==> config.mk <==
export PLATFORM = sky130hd
export DESIGN_NAME = barrel_shift_pipe
export DESIGN_NICKNAME = d
export VERILOG_FILES = /design/src/rtl/barrel_shift_pkg.sv /design/src/rtl/bsp_slice.sv /design/src/rtl/barrel_shift_pipe.sv
export SDC_FILE = /design/constraint.sdc
export NUM_CORES = 1
export LEC_CHECK = 0
export ABC_CLOCK_PERIOD_IN_PS = 2100
export CAP_MARGIN = 20
export CELL_PAD_IN_SITES_DETAIL_PLACEMENT = 0
export CELL_PAD_IN_SITES_GLOBAL_PLACEMENT = 1
export CORE_ASPECT_RATIO = 1.4
export CORE_MARGIN = 2
export CORE_UTILIZATION = 35
export CTS_BUF_LIST = sky130_fd_sc_hd__clkbuf_4 sky130_fd_sc_hd__clkbuf_8
export CTS_CLUSTER_DIAMETER = 100
export DETAILED_ROUTE_END_ITERATION = 16
export PLACE_DENSITY = 0.76
export SLEW_MARGIN = 15
export SYNTH_ARGS = -nofsm -noshare
export SYNTH_HDL_FRONTEND = slang
export SYNTH_SLANG_ARGS = --single-unit
==> constraint.sdc <==
create_clock -name clk -period 2.1 [get_ports clk]
set_input_delay 0.21 -clock clk [delete_from_list [all_inputs] [get_ports clk]]
set_output_delay 0.21 -clock clk [all_outputs]
set_load 0.02 [all_outputs]
==> src/rtl/barrel_shift_pkg.sv <==
// ---------------------------------------------------------------------------
// barrel_shift_pkg
//   Shared definitions for the pipelined barrel shifter (barrel_shift_pipe):
//   - bsp_op_e        : operation encoding (SLL, SRL, SRA, ROL, ROR)
//   - op_is_reserved  : true for the reserved op codes 101..111
//   - slice_levels    : how many mux levels a given register slice owns
//   - slice_lo        : index of the first mux level owned by a slice
//   Mux levels are shared out evenly across slices; any remainder goes to
//   the earliest slices, so slice 0 is never shorter than a later one.
// ---------------------------------------------------------------------------
package barrel_shift_pkg;

  typedef enum logic [2:0] {
    OP_SLL = 3'd0,
    OP_SRL = 3'd1,
    OP_SRA = 3'd2,
    OP_ROL = 3'd3,
    OP_ROR = 3'd4
  } bsp_op_e;

  function automatic logic op_is_reserved(input logic [2:0] op);
    return (op > 3'd4);
  endfunction

  function automatic int slice_levels(input int levels, input int stages, input int idx);
    return (levels / stages) + ((idx < (levels % stages)) ? 1 : 0);
  endfunction

  function automatic int slice_lo(input int levels, input int stages, input int idx);
    int lo;
    lo = 0;
    for (int k = 0; k < idx; k++) begin
      lo += slice_levels(levels, stages, k);
    end
    return lo;
  endfunction

endpackage

==> src/rtl/bsp_slice.sv <==
// ---------------------------------------------------------------------------
// bsp_slice
//   One register slice of the barrel shifter. Applies mux levels LO..HI-1
//   (level i shifts/rotates by 2^i when in_amt[i] is set) to the incoming
//   beat and registers the result together with amt, op and a valid bit.
//   Ports:
//     clk, rst_n          clock, asynchronous active-low reset
//     in_valid/in_ready   upstream handshake (in_ready = slice can load)
//     in_data/amt/op      beat from the previous slice (or the block input)
//     out_valid/out_ready downstream handshake (out_ready = next slice loads)
//     out_data/amt/op     registered beat
//     out_zero            registered (result == 0); constant 0 unless ZFLAG
// ---------------------------------------------------------------------------
module bsp_slice
  import barrel_shift_pkg::*;
#(
  parameter int WIDTH = 32,
  parameter int LO    = 0,
  parameter int HI    = 1,
  parameter bit ZFLAG = 1'b0,
  localparam int SHW  = $clog2(WIDTH)
) (
  input  logic             clk,
  input  logic             rst_n,
  input  logic             in_valid,
  output logic             in_ready,
  input  logic [WIDTH-1:0] in_data,
  input  logic [SHW-1:0]   in_amt,
  input  logic [2:0]       in_op,
  output logic             out_valid,
  input  logic             out_ready,
  output logic [WIDTH-1:0] out_data,
  output logic [SHW-1:0]   out_amt,
  output logic [2:0]       out_op,
  output logic             out_zero
);

  logic             valid_q, valid_d;
  logic [WIDTH-1:0] data_q,  data_d;
  logic [SHW-1:0]   amt_q,   amt_d;
  logic [2:0]       op_q,    op_d;
  logic             zero_q,  zero_d;
  logic [WIDTH-1:0] shifted;
  logic             load;

  // Empty, or the current occupant leaves this cycle.
  assign in_ready = !valid_q || out_ready;
  assign load     = in_valid && in_ready;

  // Each level moves by a power of two, so chaining levels composes the
  // full amount. SRA keeps the original sign because every step preserves
  // the MSB. Reserved ops skip all levels and pass the data through.
  always_comb begin
    shifted = in_data;
    if (!op_is_reserved(in_op)) begin
      for (int lvl = LO; lvl < HI; lvl++) begin
        if (in_amt[lvl]) begin
          case (bsp_op_e'(in_op))
            OP_SLL:  shifted = shifted << (1 << lvl);
            OP_SRL:  shifted = shifted >> (1 << lvl);
            OP_SRA:  shifted = $signed(shifted) >>> (1 << lvl);
            OP_ROL:  shifted = (shifted << (1 << lvl)) | (shifted >> (WIDTH - (1 << lvl)));
            OP_ROR:  shifted = (shifted >> (1 << lvl)) | (shifted << (WIDTH - (1 << lvl)));
            default: shifted = shifted;
          endcase
        end
      end
    end
  end

  // NOTE: every next-state signal gets its hold value first, so no path
  // through this block leaves one unassigned and no latch is inferred.
  always_comb begin
    valid_d = valid_q;
    data_d  = data_q;
    amt_d   = amt_q;
    op_d    = op_q;
    zero_d  = zero_q;
    if (in_ready) begin
      // A slice whose occupant leaves with nothing behind it becomes a bubble.
      valid_d = in_valid;
    end
    if (load) begin
      data_d = shifted;
      amt_d  = in_amt;
      op_d   = in_op;
      zero_d = ZFLAG ? (shifted == '0) : 1'b0;
    end
  end

  // NOTE: sequential state uses non-blocking assignments so every flop
  // samples pre-edge values regardless of block ordering.
  // NOTE: the payload registers are reset too (not just valid), because the
  // result port must read 0 while the block is held in reset.
  always_ff @(posedge clk or negedge rst_n) begin
    if (!rst_n) begin
      valid_q <= 1'b0;
      data_q  <= '0;
      amt_q   <= '0;
      op_q    <= '0;
      zero_q  <= 1'b0;
    end else begin
      valid_q <= valid_d;
      data_q  <= data_d;
      amt_q   <= amt_d;
      op_q    <= op_d;
      zero_q  <= zero_d;
    end
  end

  assign out_valid = valid_q;
  assign out_data  = data_q;
  assign out_amt   = amt_q;
  assign out_op    = op_q;
  assign out_zero  = zero_q;

endmodule

==> src/rtl/barrel_shift_pipe.sv <==
// ---------------------------------------------------------------------------
// barrel_shift_pipe
//   Pipelined WIDTH-bit barrel shifter/rotator (SLL, SRL, SRA, ROL, ROR)
//   built from STAGES bsp_slice register slices with valid/ready on both
//   sides. Latency STAGES, one beat per cycle, capacity STAGES beats.
//   Parameters: WIDTH (power of two, 8..128), STAGES (1..$clog2(WIDTH)).
//   Ports:
//     clk, rst_n                 clock, asynchronous active-low reset
//     in_valid/in_ready          input handshake
//     in_data/in_amt/in_op       operand, shift amount, operation
//     out_valid/out_ready        output handshake
//     out_data                   result
//     out_err                    result beat came from a reserved op
//     out_zero                   result == 0 (only with the macro below)
//   Build option: define BARREL_SHIFT_PIPE_ZFLAG_EN to add out_zero.
// ---------------------------------------------------------------------------
module barrel_shift_pipe
  import barrel_shift_pkg::*;
#(
  parameter int WIDTH  = 32,
  parameter int STAGES = 2,
  localparam int SHW   = $clog2(WIDTH)
) (
  input  logic             clk,
  input  logic             rst_n,
  input  logic             in_valid,
  output logic             in_ready,
  input  logic [WIDTH-1:0] in_data,
  input  logic [SHW-1:0]   in_amt,
  input  logic [2:0]       in_op,
  output logic             out_valid,
  input  logic             out_ready,
  output logic [WIDTH-1:0] out_data,
  output logic             out_err
`ifdef BARREL_SHIFT_PIPE_ZFLAG_EN
  ,
  output logic             out_zero
`endif
);

`ifdef BARREL_SHIFT_PIPE_ZFLAG_EN
  localparam bit ZFLAG_EN = 1'b1;
`else
  localparam bit ZFLAG_EN = 1'b0;
`endif

  // Chain index i is the input side of slice i; index STAGES is the output.
  logic [STAGES:0]  vld_w;
  logic [STAGES:0]  rdy_w;
  logic [WIDTH-1:0] data_w [STAGES+1];
  logic [SHW-1:0]   amt_w  [STAGES+1];
  logic [2:0]       op_w   [STAGES+1];
  logic [STAGES-1:0] zero_w;

  // Holds in_ready low until the first edge after reset release.
  logic init_done_q, init_done_d;

  always_comb begin
    init_done_d = 1'b1;
  end

  always_ff @(posedge clk or negedge rst_n) begin
    if (!rst_n) begin
      init_done_q <= 1'b0;
    end else begin
      init_done_q <= init_done_d;
    end
  end

  assign vld_w[0]      = in_valid && init_done_q;
  assign data_w[0]     = in_data;
  assign amt_w[0]      = in_amt;
  assign op_w[0]       = in_op;
  assign rdy_w[STAGES] = out_ready;

  for (genvar i = 0; i < STAGES; i++) begin : g_slice
    localparam int LO = slice_lo(SHW, STAGES, i);
    localparam int HI = LO + slice_levels(SHW, STAGES, i);

    bsp_slice #(
      .WIDTH (WIDTH),
      .LO    (LO),
      .HI    (HI),
      .ZFLAG (ZFLAG_EN && (i == STAGES - 1))
    ) u_slice (
      .clk       (clk),
      .rst_n     (rst_n),
      .in_valid  (vld_w[i]),
      .in_ready  (rdy_w[i]),
      .in_data   (data_w[i]),
      .in_amt    (amt_w[i]),
      .in_op     (op_w[i]),
      .out_valid (vld_w[i+1]),
      .out_ready (rdy_w[i+1]),
      .out_data  (data_w[i+1]),
      .out_amt   (amt_w[i+1]),
      .out_op    (op_w[i+1]),
      .out_zero  (zero_w[i])
    );
  end

  // in_ready is combinational from out_ready through every slice's valid.
  assign in_ready  = init_done_q && rdy_w[0];
  assign out_valid = vld_w[STAGES];
  assign out_data  = data_w[STAGES];
  assign out_err   = vld_w[STAGES] && op_is_reserved(op_w[STAGES]);

`ifdef BARREL_SHIFT_PIPE_ZFLAG_EN
  assign out_zero = zero_w[STAGES-1];
`endif

  // The fully-consumed amount and the per-slice zero flags of earlier
  // slices have no consumer.
  logic unused_sink;
  assign unused_sink = ^{amt_w[STAGES], zero_w};

endmodule

; ---- Word level (Yosys, flattened, before mapping)
; Index checks and enable logic that the tools add are counted.
[classes]
order_cmp = 3
eq_ne = 8
muxes = 15
bitwise_logic = 9
reduce_logical = 12
[ops]
columns = operator, count
row1 = 32-bit case mux with 5 select lines, 4
row2 = 32-bit 2-to-1 mux, 10
row3 = 32-bit case mux with 4 select lines, 1
row4 = 24-bit by 32-bit bitwise OR with 32-bit output, 1
row5 = 28-bit by 32-bit bitwise OR with 32-bit output, 1
row6 = 30-bit by 32-bit bitwise OR with 32-bit output, 1
row7 = 31-bit by 32-bit bitwise OR with 32-bit output, 1
row8 = 32-bit by 1-bit bitwise OR with 32-bit output, 1
row9 = 32-bit by 16-bit bitwise OR with 32-bit output, 1
row10 = 32-bit by 2-bit bitwise OR with 32-bit output, 1
row11 = 32-bit by 4-bit bitwise OR with 32-bit output, 1
row12 = 32-bit by 8-bit bitwise OR with 32-bit output, 1
row13 = "3-bit by 2-bit equality test with 1-bit output, second input constant", 4
row14 = "3-bit > comparator, second input constant", 3
row15 = "3-bit by 1-bit equality test with 1-bit output, second input constant", 2
row16 = "3-bit equality test, second input constant", 2
row17 = 3-bit logical NOT, 2
row18 = 1-bit logical AND, 5
row19 = 1-bit logical NOT, 2
row20 = 1-bit logical OR, 2
row21 = 2-bit OR reduction, 1
[word_totals]
regBits = 78
input_bits = 44
output_inout_bits = 35
wordCells = 55

; ---- Depth between registers and ports, before layout
[depth]
depth_word = 12
depth_mapped = 10
mapped_depth_nobuf = 6

; ---- Modules after synthesis
; A second synthesis with hierarchy kept.
[hier_totals]
cells_unflattened = 1295
hier_area_um2 = 9444.1
[by_module_without_submodules]
columns = module, instances, cells_per_inst, area_per_inst_um2, seq_area_each_um2
row1 = bsp_slice (g_slice[0].u_slice), 1, 788, 5630.4, 1026.0
row2 = bsp_slice (g_slice[1].u_slice), 1, 502, 3762.4, 1026.0
row3 = barrel_shift_pipe, 1, 5, 51.3, 25.0

; ---- Worst setup path before layout
; No wires, ideal clock.
[synth_path]
path_kind = reg2reg
start = register g_slice[0].u_slice.op_q[0]
end = register g_slice[1].u_slice.data_q[7]
arrival_time_ns = 1.960
slack_ns = 0.007
path_stages_with_launch = 9
path_buffers = 3
period_less_slack_ns = 2.093
path_cell_list = dfrtp_1 o21ai_1 and2_1 clkbuf_1 clkbuf_1 clkbuf_1 a211oi_1 a221oi_1 o21ai_0
[synth_between]
elab_chain_cells = 8
[synth_rtl]
columns = element, line_no
row1 = start: declaration, bsp_slice.sv:41  ; logic [2:0] op_q, op_d;
row2 = start signal: assignment, bsp_slice.sv:106  ; op_q <= op_d;
row3 = 3-bit equality test (tied with other cells), bsp_slice.sv:58  ; case (bsp_op_e'(in_op))
row4 = 32-bit case mux with 5 select lines, bsp_slice.sv:58
row5 = 32-bit 2-to-1 mux, bsp_slice.sv:57  ; if (in_amt[lvl]) begin
row6 = 32-bit 2-to-1 mux, bsp_slice.sv:55  ; if (!op_is_reserved(in_op)) begin
row7 = 32-bit by 16-bit bitwise OR with 32-bit output, "bsp_slice.sv:62, bsp_slice.sv:63"
row8 = 32-bit case mux with 4 select lines, bsp_slice.sv:58
row9 = 32-bit 2-to-1 mux, bsp_slice.sv:57
row10 = 32-bit 2-to-1 mux (*), bsp_slice.sv:55
row11 = end signal: assignment, bsp_slice.sv:104  ; data_q <= data_d;
row12 = end: declaration, bsp_slice.sv:39  ; logic [WIDTH-1:0] data_q, data_d;
; Mark *: on every way between the ends. The rest lies on a longest branch, timed or not. The select of a mux whose other input is x is not followed.
; A chain may end at the register's enable or synchronous reset.

; ---- Worst setup path after layout
[layout_path]
start = input port in_op[1]
end = register g_slice[0].u_slice.data_q[27]
[layout_between]
elab_chain_cells = 12
[layout_rtl]
columns = element, line_no
row1 = start: declaration, barrel_shift_pipe.sv:30  ; input logic [2:0] in_op,
row2 = 3-bit equality test (tied with other cells), bsp_slice.sv:58
row3 = 32-bit case mux with 5 select lines, bsp_slice.sv:58
row4 = 32-bit 2-to-1 mux, bsp_slice.sv:57
row5 = 32-bit 2-to-1 mux, bsp_slice.sv:55
row6 = 30-bit by 32-bit bitwise OR with 32-bit output / 32-bit by 2-bit bitwise OR with 32-bit output (equally long branches), "bsp_slice.sv:63, bsp_slice.sv:62"
row7 = 32-bit case mux with 5 select lines, bsp_slice.sv:58
row8 = 32-bit 2-to-1 mux, bsp_slice.sv:57
row9 = 32-bit 2-to-1 mux, bsp_slice.sv:55
row10 = 28-bit by 32-bit bitwise OR with 32-bit output / 32-bit by 4-bit bitwise OR with 32-bit output (equally long branches), "bsp_slice.sv:63, bsp_slice.sv:62"
row11 = 32-bit case mux with 5 select lines, bsp_slice.sv:58
row12 = 32-bit 2-to-1 mux, bsp_slice.sv:57
row13 = 32-bit 2-to-1 mux (*), bsp_slice.sv:55
row14 = end signal: assignment, bsp_slice.sv:104
row15 = end: declaration, bsp_slice.sv:39
; Marked as above.

==> results.py <==
metrics = {
    "outcome": {
        "status": "finished, final reports clean",
    },
    "synthesis": {
        "synthesis.nets": 1144,
        "synth.avg_cell_area_sq_um": 7.266,
        "yosys_warnings": 0,
        "syn-instance-count": 1100,
        "synthArstFlopShare": 1.000,
        "synth_area_sq_um": 7993,
        "synth_seq_area_share": 0.2348,
        "synth_seq_cells": 75,
        "ys_types": 78,
        "synth-edff-count": 0,
        "synthFlopType": "dfrtp_1",
    },
    "grt": {
        "grt_pass1_vias": 9968,
        "track_usage": 0.3175,
        "grt_pass1_wl_um": 59050,
        "grt_max_degree": 51,
        "antenna_found_initial": 0,
        "grt_overflow": 0,
    },
    "final_layout": {
        "area_growth_syn_to_layout_pct": 40.07,
        "fin_area_sq_um": 11200,
        "nFillCells": 2299,
        "diodes": 0,
        "nets": 1369,
        "drive_above_1_share": 0.2764,
        "final_cell_count_no_fill": 1629,
    },
    "detailed_routing": {
        "first_pass_iters": 5,
        "drtAntennaViolNets": 0,
        "vias": 10170,
        "drt_iter0_drc": 1106,
        "avgRoutedWirePerCell_um": 23.83,
        "remaining_drc_errors": 0,
        "wirelength_um": 38830,
        "viasPerCell": 6.242,
    },
    "pwr": {
        "vdd_drop_max_mv": 0.3952,
        "p_per_area_nw_per_um2": 707.1,
        "cell_internal_pwr_mw": 4.542,
        "p_sw_frac": 0.4262,
        "pwr-share-comb": 0.549,
        "clock_power_share": 0.160,
        "switchingPower_mw": 3.374,
        "seqPwrFrac": 0.291,
        "leakage_nw": 4.659,
    },
    "placement": {
        "port_buffers": 78,
        "gp_congestion": 1.017,
        "dp_hpwl_um": 30430,
        "postPlaceCellArea_sq_um": 10620,
        "dp_cells": 1608,
    },
    "clocking": {
        "cts_buffer_depth": 2,
        "cts_made_buffers": 9,
        "clkTransAtPathRegs_ns": 0.08,
        "clkLatencyLatePin_ns": 0.37,
        "cts_tree": "yes",
        "cts.htree.levels": 3,
        "root_buffer": "clkbuf_8",
        "clock-sinks": 75,
    },
    "floorplan": {
        "die-height_um": 182.8,
        "core_sq_um": 22450,
        "ios": 79,
        "rows": 65,
        "die_area_sq_um": 24080,
        "fp.dieW_um": 131.7,
        "start_util": 0.3561,
    },
    "worst_setup_path": {
        "start_kind": "input pin",
        "path_max_fanout": 22,
        "arrival_ns": 2.37,
        "reg2reg_slack_ns": 0.11,
        "cp.required_ns": 2.39,
        "end_kind": "flip-flop",
        "critical_path_class": "input pin to flip-flop",
    },
    "job": {
        "maxCapViolations": 0,
    },
    "timing": {
        "tightest_slew_ns": 0.7801,
        "period_needed_ns": 2.079,
        "hold_viol": 0,
        "clock_skew_ns": 0.01145,
        "max_slew_margin": 0.4794,
        "finalCritPeriodShare": 0.9899,
        "setup_viol": 0,
        "fmax_mhz": 481.0,
        "slew_violations": 0,
    },
    "worst_hold_path": {
        "hold_path.class": "input pin to async pin",
    },
}
## critical path: stages
cell	delay, ns
dlygate4sd2_1	0.26
buf_12	0.15
o21a_1	0.21
a21oi_1	0.39
buf_4	0.40
nand2_1	0.10
o32ai_1	0.37
a211oi_2	0.09
o21ai_0	0.17
## what timing repair did
item,CTS,global route
pin swaps,8,1
gates resized for setup,39,26
endpoints found under the setup margin,34,37
hold buffers,1,0
buffers inserted,5,0
cloned,1,0
endpoints found under the hold margin,37,0
## flip-flops by register name, summed over array words and instances (netlist names)
signal	flops
init_done_q	1
g_slice.u_slice.out_data	64
g_slice.u_slice.out_op	6
g_slice.u_slice.out_valid	2
g_slice.u_slice.out_amt	2
## through the flow
stage	power [mW]	hold WS [ns]	TNS [ns]	worst slack [ns]	utilization
6_report	7.916	0.3529	0	0.02113	0.4988
5_1_grt	8.339	0.3888	-0.02466	-0.02466	0.4988
4_1_cts	7.782	0.3630	0	0.001085	0.4937
3_5_place_dp	6.424	0.2264	-18.55	-0.7399	0.4733
3_3_place_gp	6.391	0.2216	-18.92	-0.7830	0.4732
2_1_floorplan	4.735	-0.08559	0	0.007194	-
## cell usage in the layout, fill, tap and decap left out, types with 7 or more instances in the layout
master           netlist  routed
a211oi_1              23      17
a211oi_2               1       7
a21o_1                 7       7
a21oi_1              107     106
a221oi_1              19      13
a22oi_1               17      17
a2bb2oi_1              9       9
a31oi_1               29      29
a32oi_1               18      18
and2_1                 9       9
buf_12                 0      10
buf_4                 36     269
clkbuf_8               0      11
clkdlybuf4s50_1        0      72
dfrtp_1               75      75
inv_1                 14      14
mux2i_1               38      35
nand2_1              127     126
nand2b_1               8       8
nand3_1               28      28
nor2_1                84      81
nor2b_1               10      10
nor3_1                22      22
o2111ai_1              8       8
o211ai_1              24      24
o21a_1                12      12
o21ai_0               99      97
o221a_2               11       9
o221ai_1              20      18
o22ai_1               16      15
or3_1                  7       7
## metal layers
metal	vias up	routed length (um)	global-route usage
met5	-	0	0
met2	554	18550	0.5439
li1	4631	-	-
met4	0	3254	0.2357
met1	4823	14630	0.3664
met3	161	2387	0.03483
## cells in the mapped netlist, types with 23 or more instances
cell type | n | area (sq um)
nand2_1 | 127 | 476.7
a21oi_1 | 107 | 535.5
o21ai_0 | 99 | 495.5
nor2_1 | 84 | 315.3
clkbuf_1 | 78 | 292.8
dfrtp_1 | 75 | 1877
mux2i_1 | 38 | 380.4
buf_4 | 36 | 270.3
a31oi_1 | 29 | 181.4
nand3_1 | 28 | 140.1
o211ai_1 | 24 | 180.2
a211oi_1 | 23 | 172.7
## power groups by stage
stage / clock network, mW / registers (mW) / logic [mW]
after floorplan: 0 / 2.10 / 2.63
after global placement: 0 / 2.30 / 4.09
after detailed placement: 0 / 2.32 / 4.11
after CTS: 1.30 / 2.29 / 4.20
after global routing: 1.35 / 2.36 / 4.63
final: 1.27 / 2.30 / 4.34
## worst paths after layout
path / cells after the start / end / from
max: 9 / g_slice[0].u_slice.out_data[27] / in_op[1]
min: 2 / g_slice[0].u_slice.out_amt[4] / rst_n
max reg2reg: 8 / g_slice[1].u_slice.out_data[2] / g_slice[0].u_slice.out_op[0]
min reg2reg: 2 / g_slice[1].u_slice.out_data[12] / g_slice[1].u_slice.out_data[12]
max in group asynchronous: 3 / g_slice[1].u_slice.out_data[22] / rst_n
min in group clk: 3 / g_slice[0].u_slice.out_amt[4] / in_amt[4]
## area by class of cell
type | count | area [sq um] | share of cell area
inverter | 15 | 56.30 | 0.005029
multi-input combinational | 860 | 5588 | 0.4991
clock inverter | 2 | 60.06 | 0.005364
timing repair buffer | 364 | 3079 | 0.2750
clock buffer | 12 | 158.9 | 0.01419
tap | 301 | 376.6 | 0.03364
sequential | 75 | 1877 | 0.1676
## cells by family after synthesis
| family | count (synthesis) | share of synthesized area |
|---|---|---|
| xor gates and xnor gates | 4 | 0.009081 |
| and+or+nand+nor | 324 | 0.1835 |
| DFF | 75 | 0.2348 |
| other | 1 | 0.0004692 |
| buffers and inverters | 165 | 0.09909 |
| AOI/OAI and AO/OA | 488 | 0.4184 |
| muxes | 43 | 0.05463 |
(Power assumes the default switching activity.)
